[config.mk]
export PLATFORM = sky130hd
export DESIGN_NAME = wb_port_arbiter
export DESIGN_NICKNAME = d
export VERILOG_FILES = /design/src/rtl/wb_port_arbiter.sv
export SDC_FILE = /design/constraint.sdc
export NUM_CORES = 1
export LEC_CHECK = 0
export ABC_CLOCK_PERIOD_IN_PS = 4300
export BUFFER_PORTS_ARGS = -buffer_cell sky130_fd_sc_hd__buf_2
export CAP_MARGIN = 20
export CORE_MARGIN = 1.5
export CORE_UTILIZATION = 25
export CTS_BUF_LIST = sky130_fd_sc_hd__clkbuf_4 sky130_fd_sc_hd__clkbuf_8 sky130_fd_sc_hd__clkbuf_16
export CTS_CLUSTER_DIAMETER = 80
export DETAILED_ROUTE_END_ITERATION = 16
export SLEW_MARGIN = 20
export SYNTH_ARGS = -nofsm -noshare
export SYNTH_HDL_FRONTEND = slang
export SYNTH_SLANG_ARGS = --single-unit
[constraint.sdc]
create_clock -name clk_i -period 4.3 [get_ports clk_i]
set_clock_uncertainty 0.05 [all_clocks]
set_input_delay 0.215 -clock clk_i [delete_from_list [all_inputs] [get_ports clk_i]]
set_output_delay 0.215 -clock clk_i [all_outputs]
set_load 0.02 [all_outputs]
[src/rtl/wb_port_arbiter.sv]
// Round-robin arbiter that shares the register bank's single write port among N_REQ
// write-back requesters, with registered bank-write outputs and a starvation watchdog.
module wb_port_arbiter #(
   parameter int N_REQ    = 3,
   parameter int XLEN     = 32,
   parameter int NREGS    = 32,
   parameter int MAX_WAIT = 15
) (
   input  logic                     clk_i,
   input  logic                     reset_i,
   input  logic                     stall_i,
   input  logic [N_REQ-1:0]         req_valid_i,
   input  logic [N_REQ*5-1:0]       req_rd_i,
   input  logic [N_REQ*XLEN-1:0]    req_data_i,
   output logic [N_REQ-1:0]         req_ready_o,
   output logic                     wr_valid_o,
   output logic [4:0]               wr_rd_o,
   output logic [XLEN-1:0]          wr_data_o,
   output logic [NREGS-1:0]         we_onehot_o,
   output logic [$clog2(N_REQ)-1:0] grant_id_o,
   output logic                     starve_err_o
);
   localparam int GW = $clog2(N_REQ);
   localparam int CW = $clog2(MAX_WAIT + 2);
   localparam logic [CW-1:0] WAIT_SAT = '1;
   localparam logic [GW-1:0] LAST_RST = GW'(N_REQ - 1);

   logic [GW-1:0]    last_q;
   logic [GW-1:0]    cand_idx [N_REQ];
   logic [N_REQ-1:0] cand_vld;
   logic [4:0]       rd_arr   [N_REQ];
   logic [XLEN-1:0]  data_arr [N_REQ];
   logic             grant_any;
   logic [GW-1:0]    grant_idx;
   logic             grant_en;
   logic [4:0]       sel_rd;
   logic [XLEN-1:0]  sel_data;
   logic [NREGS-1:0] we_d;
   logic [N_REQ-1:0] over_limit;
   logic             starve_d;

   logic             wr_valid_q;
   logic [4:0]       wr_rd_q;
   logic [XLEN-1:0]  wr_data_q;
   logic [NREGS-1:0] we_q;
   logic [GW-1:0]    grant_id_q;
   logic             starve_q;

   genvar gi;

   // Candidate gi is the requester (last+1+gi) mod N_REQ, i.e. search order from the pointer.
   for (gi = 0; gi < N_REQ; gi++) begin : g_cand
      logic [GW:0] sum;
      assign sum           = {1'b0, last_q} + (GW+1)'(gi + 1);
      assign cand_idx[gi]  = (sum >= (GW+1)'(N_REQ)) ? GW'(sum - (GW+1)'(N_REQ)) : sum[GW-1:0];
      assign cand_vld[gi]  = req_valid_i[cand_idx[gi]];
      assign rd_arr[gi]    = req_rd_i[5*gi +: 5];
      assign data_arr[gi]  = req_data_i[XLEN*gi +: XLEN];
   end

   always_comb begin
      grant_any = 1'b0;
      grant_idx = '0;
      for (int k = 0; k < N_REQ; k++) begin
         if (!grant_any && cand_vld[k]) begin
            grant_any = 1'b1;
            grant_idx = cand_idx[k];
         end
      end
   end

   assign grant_en = grant_any && !stall_i && !reset_i;
   assign sel_rd   = rd_arr[grant_idx];
   assign sel_data = data_arr[grant_idx];

   for (gi = 0; gi < N_REQ; gi++) begin : g_ready
      assign req_ready_o[gi] = grant_en && (grant_idx == GW'(gi));
   end

   // Register 0 is hardwired zero, so its enable never fires even for an rd=0 transfer.
   for (gi = 0; gi < NREGS; gi++) begin : g_we
      if (gi == 0) begin : g_zero
         assign we_d[gi] = 1'b0;
      end else begin : g_reg
         assign we_d[gi] = (sel_rd == 5'(gi));
      end
   end

   for (gi = 0; gi < N_REQ; gi++) begin : g_wait
      logic [CW-1:0] wait_q;
      logic [CW-1:0] wait_d;

      always_comb begin
         wait_d = '0;
         if (req_valid_i[gi] && !req_ready_o[gi]) begin
            wait_d = (wait_q == WAIT_SAT) ? wait_q : wait_q + CW'(1);
         end
      end

      always_ff @(posedge clk_i) begin
         if (reset_i) begin
            wait_q <= '0;
         end else begin
            wait_q <= wait_d;
         end
      end

      assign over_limit[gi] = (wait_d > CW'(MAX_WAIT));
   end

   assign starve_d = starve_q | (|over_limit);

   always_ff @(posedge clk_i) begin
      if (reset_i) begin
         last_q     <= LAST_RST;
         wr_valid_q <= 1'b0;
         wr_rd_q    <= '0;
         wr_data_q  <= '0;
         we_q       <= '0;
         grant_id_q <= '0;
         starve_q   <= 1'b0;
      end else begin
         wr_valid_q <= grant_en;
         we_q       <= grant_en ? we_d : '0;
         starve_q   <= starve_d;
         // Index, data and grant id hold their last values across idle cycles.
         if (grant_en) begin
            wr_rd_q    <= sel_rd;
            wr_data_q  <= sel_data;
            grant_id_q <= grant_idx;
            last_q     <= grant_idx;
         end
      end
   end

   assign wr_valid_o   = wr_valid_q;
   assign wr_rd_o      = wr_rd_q;
   assign wr_data_o    = wr_data_q;
   assign we_onehot_o  = we_q;
   assign grant_id_o   = grant_id_q;
   assign starve_err_o = starve_q;

endmodule

==> results <==
- The run finished with clean final reports.
- The worst setup path is launched from a flip-flop.
- The number of buffer and inverter instances along the worst setup path is 2.
- Once placement finished, the instance area stood at between 5000 and 6000 um2.
- The wire-length estimate of the detail-placed layout is ~9.5 mm.
- The most common cell after layout, fill and taps aside is sky130_fd_sc_hd__buf_2.
- The core region is 17200 um2.
- The H-tree depth reported by CTS is 3.
- The worst pin sits at a relative slew slack of 0.593.
- The register clock-pin slew on the reported worst setup and hold paths is 70 ps.
- The Yosys warning count is 0.
- The area growth from synthesis to layout is 32.8%.
- The ratio of cells with drive above 1 in the final layout is 0.411.
- Counting along the longest clock path gives a buffer depth of 2.
- The routed design has ~12 mm of wire.
- The number of placed I/O pins is 193.
- The die area is 18300 um2.
- The synthesized netlist contains 57 unique library cells.
- The worst hold path depth is 3.
- For the finished layout, the period the worst path requires is roughly 3500 ps.
- Post-CTS timing repair inserted 0 buffers for setup.
- In this run the critical register-to-register path is captured at we_onehot_o[29].
- At the end of routability-driven placement, the weighted congestion stood at 0.823.
- The worst hold path terminates at wr_data_o[20].
- The leakage power summed over all cells is between 2 and 3 nW.
- The tool flagged a number of max-cap violations equal to 0.
- With fillers left out, the area of the finished cells amounts to 5790 um2.
- Summed over all failing endpoints, the final setup total negative slack is 0 ps.
- The number of global-route vias before repair was 3739.
- The most used flip-flop cell after synthesis is sky130_fd_sc_hd__dfxtp_1.
- For this run, the register share of the synthesized area comes to 0.404.
- The cell count of the worst reg-to-reg path is 9.
- The data arrival time of the worst path is ~3200 ps.
- The worst-case register-to-register setup slack is 1030 ps.
- At the later pin of the worst-skew pair, clock insertion delay measures 350 ps.
- The count of endpoints failing hold in the final timing report is 0.
- Setup repair after global routing left no endpoint under its margin.
- The number of buffers added on ports is 191.
- The type of the setup path with the least slack is flip-flop to output port.
- 0 antenna diodes ended up in the layout.
- The fill cell total of the finished layout is 1802.
- The count of placed standard cells in the final layout, fillers left out is 879.
- The share of flip-flops with an asynchronous set or reset is 0.
- CTS saw 88 sinks.
- The cell family contributing the most delay on the critical path is simple AND/OR/NAND/NOR gates.
- Entering global routing, the biggest net connects 37 pins.
- The required time of the critical path is 4030 ps.
- The first-pass GRT wire length is 19.2 mm.
- The detail route stage leaves a number of antenna-violating nets equal to 0.
- The synthesized netlist occupies a cell area of 4360 um2.
- The stage delay of the slowest cell on the critical path is between 500 and 600 ps.
- The initial DRC count is a little over 200.
- Counting tap cells, the placed design contains a total of 863 instances.
- The post-synthesis area per instance is 9.38 um2.
- The startpoint identified for the worst hold timing path is req_data_i[84].
- After global routing the overflow that remains totals 0.
- The final setup violation count is 0.
- The hold-fix buffer count after cts is 0.
- The post-CTS resize count is 0.
- The worst min-delay path class is input pin to flip-flop.
- The net count of the finished layout is 773.
- The number of buffers created by CTS is 9.
- The width of the chip is 135 um.
- The gate count of the mapped netlist is 465.
- The synthesized design contains 88 register bits.
- In this run the vertical extent of the chip is about 140 um.
- TritonCTS built the clock tree.
- Dividing the detail-routed wire length by the instance count gives 14.2 um.
- The final clock period utilization by the worst path is 0.807.
- The largest individual stage delay along the critical path comes from the cell sky130_fd_sc_hd__or2_2.
- The number of slew-limit violations in the final report came to 0.
- The remaining routing DRC violations is 0.
- After detailed routing, the number of vias per cell comes to roughly 4.5.
- For the pin with the worst max-slew slack, the measured transition is 593 ps.
- The number of enable-type register cells in the synthesized netlist is 0.
- Power spread over the standard cell area amounts to between 500 and 600 nW/um2.
- The number of optimization iterations in the first detailed-route pass is 5.
- The initial antenna violation count was 1.
- The initialized floorplan defines 48 standard-cell rows.
- The startpoint of the lowest-slack register-to-register path is last_q[0].
- Counting every net in the synthesized netlist gives 589.
- The global router's overall resource usage is 0.135.
- Based on the critical path, the design can be clocked at up to 288 MHz.
- The detailed router placed just under 4000 vias in this run.
- The endpoint class of the critical path is an output port.
- The highest fanout seen on the critical path is 19.
- For this configuration, the core starts out at a cell density of 0.254.
- In this run the clock root is driven by a sky130_fd_sc_hd__clkbuf_16.
- Across the VDD grid, the largest voltage drop is 0.204 mV.
- The signal on the critical path passes through inv_1 -> ha_1 -> nand2b_1 -> and3_1 -> o41ai_4 -> or2_2 -> nor2_1 -> buf_2.
- The top cell types in the final layout, fill and taps aside, are sky130_fd_sc_hd__buf_2 (191), sky130_fd_sc_hd__dfxtp_1 (88), sky130_fd_sc_hd__nand2_1 (51).
synthesized netlist by cell type (2+ instances only):
| cell | n | share of area |
|---|---|---|
| sky130_fd_sc_hd__a32o_1 | 2 | 0.0046 |
| sky130_fd_sc_hd__a22oi_1 | 3 | 0.0052 |
| sky130_fd_sc_hd__nand2b_1 | 17 | 0.024 |
| sky130_fd_sc_hd__nand3_1 | 5 | 0.0057 |
| sky130_fd_sc_hd__nor2b_1 | 3 | 0.0043 |
| sky130_fd_sc_hd__a31oi_1 | 7 | 0.010 |
| sky130_fd_sc_hd__clkbuf_1 | 2 | 0.0017 |
| sky130_fd_sc_hd__nor3b_1 | 2 | 0.0034 |
| sky130_fd_sc_hd__a32oi_1 | 2 | 0.0040 |
| sky130_fd_sc_hd__o211ai_2 | 2 | 0.0057 |
| sky130_fd_sc_hd__buf_4 | 11 | 0.019 |
| sky130_fd_sc_hd__buf_2 | 8 | 0.0092 |
| sky130_fd_sc_hd__inv_1 | 9 | 0.0077 |
| sky130_fd_sc_hd__ha_1 | 7 | 0.020 |
| sky130_fd_sc_hd__o21ai_1 | 31 | 0.036 |
| sky130_fd_sc_hd__xnor2_1 | 6 | 0.012 |
| sky130_fd_sc_hd__mux2i_1 | 47 | 0.11 |
| sky130_fd_sc_hd__inv_2 | 2 | 0.0017 |
| sky130_fd_sc_hd__nand2_1 | 51 | 0.044 |
| sky130_fd_sc_hd__nand3b_1 | 3 | 0.0052 |
| sky130_fd_sc_hd__a21oi_1 | 12 | 0.014 |
| sky130_fd_sc_hd__nor3_1 | 21 | 0.024 |
| sky130_fd_sc_hd__nand4_1 | 3 | 0.0043 |
| sky130_fd_sc_hd__nor2_1 | 36 | 0.031 |
| sky130_fd_sc_hd__dfxtp_1 | 88 | 0.40 |
| sky130_fd_sc_hd__xor2_1 | 3 | 0.0060 |
| sky130_fd_sc_hd__o21ai_0 | 9 | 0.010 |
| sky130_fd_sc_hd__buf_6 | 4 | 0.010 |
| sky130_fd_sc_hd__nor4_1 | 3 | 0.0043 |
| sky130_fd_sc_hd__mux2_2 | 39 | 0.10 |
area by class of cell:
| class | instances | area, um2 | share of cell area |
|---|---|---|---|
| Multi-Input combinational cell | 341 | 2400 | 0.414 |
| Clock buffer | 9 | 225 | 0.0389 |
| Clock inverter | 7 | 75.1 | 0.0130 |
| Inverter | 11 | 41.3 | 0.00713 |
| Tap cell | 225 | 282 | 0.0486 |
| Timing Repair Buffer | 198 | 1010 | 0.174 |
| Sequential cell | 88 | 1760 | 0.304 |
stage by stage:
| step | hold WS, ps | total power [W] | setup WS (ps) | utilization |
|---|---|---|---|---|
| floorplan | 338 | 0.00203 | 1590 | - |
| global placement | 382 | 0.00236 | 1100 | 0.320 |
| detailed placement | 388 | 0.00237 | 1020 | 0.320 |
| CTS | 65.4 | 0.00317 | 761 | 0.337 |
| global route | 74.8 | 0.00334 | 539 | 0.337 |
| finish | 75.7 | 0.00311 | 830 | 0.337 |
worst register-to-register path, cell delays in order (launching register included):
cell,delay (ps)
sky130_fd_sc_hd__dfxtp_1,470
sky130_fd_sc_hd__inv_1,140
sky130_fd_sc_hd__ha_1,550
sky130_fd_sc_hd__nand2b_1,150
sky130_fd_sc_hd__o211a_1,300
sky130_fd_sc_hd__o21ai_4,400
sky130_fd_sc_hd__buf_4,430
sky130_fd_sc_hd__mux2i_1,160
sky130_fd_sc_hd__a31oi_1,410
sky130_fd_sc_hd__nor3_1,80
layer usage:
metal,part of all wire,track usage,vias to the layer above
li1,-,-,2012
met1,0.43,0.169,1803
met2,0.48,0.224,135
met3,0.071,0.0428,15
met4,0.010,0.0341,2
met5,0.0015,0,-
cell families (layout without fill, tap and decap cells):
| logic type | Yosys count | count (layout) | synth area share |
|---|---|---|---|
| other | 1 | 1 | 0.000860 |
| multiplexers | 87 | 87 | 0.212 |
| flip-flops | 88 | 88 | 0.404 |
| AO/OA/AOI/OAI | 82 | 82 | 0.122 |
| buffers and inverters | 36 | 225 | 0.0496 |
| XOR/XNOR | 9 | 9 | 0.0181 |
| AND/OR/NAND/NOR | 155 | 155 | 0.174 |
| adder cells (fa/ha/maj) | 7 | 7 | 0.0201 |
where the power goes:
part	leakage (nW)	internal (W)	switching (W)	total, W
combinational	1.93	0.000539	0.000802	0.00134
clock	0.144	0.000411	0.000370	0.000781
sequential	0.717	0.000934	0.0000590	0.000993
registers in the layout, indices dropped and copies added (netlist names):
| name | count |
|---|---|
| wr_data_o | 32 |
| g_wait.wait_q | 15 |
| last_q | 2 |
| grant_id_o | 1 |
| wr_rd_o | 5 |
| starve_err_o | 1 |
| wr_valid_o | 1 |
| we_onehot_o | 31 |
worst max-delay path by stage:
stage	cells past startpoint	start	endpoint
finish	8	last_q[0]	req_ready_o[0]
global placement	9	last_q[0]	we_onehot_o[29]
detailed placement	9	last_q[0]	we_onehot_o[29]
global route	8	last_q[0]	req_ready_o[0]
CTS	7	last_q[0]	req_ready_o[0]
floorplan	8	last_q[0]	req_ready_o[1]
(Power assumes the default switching activity.)
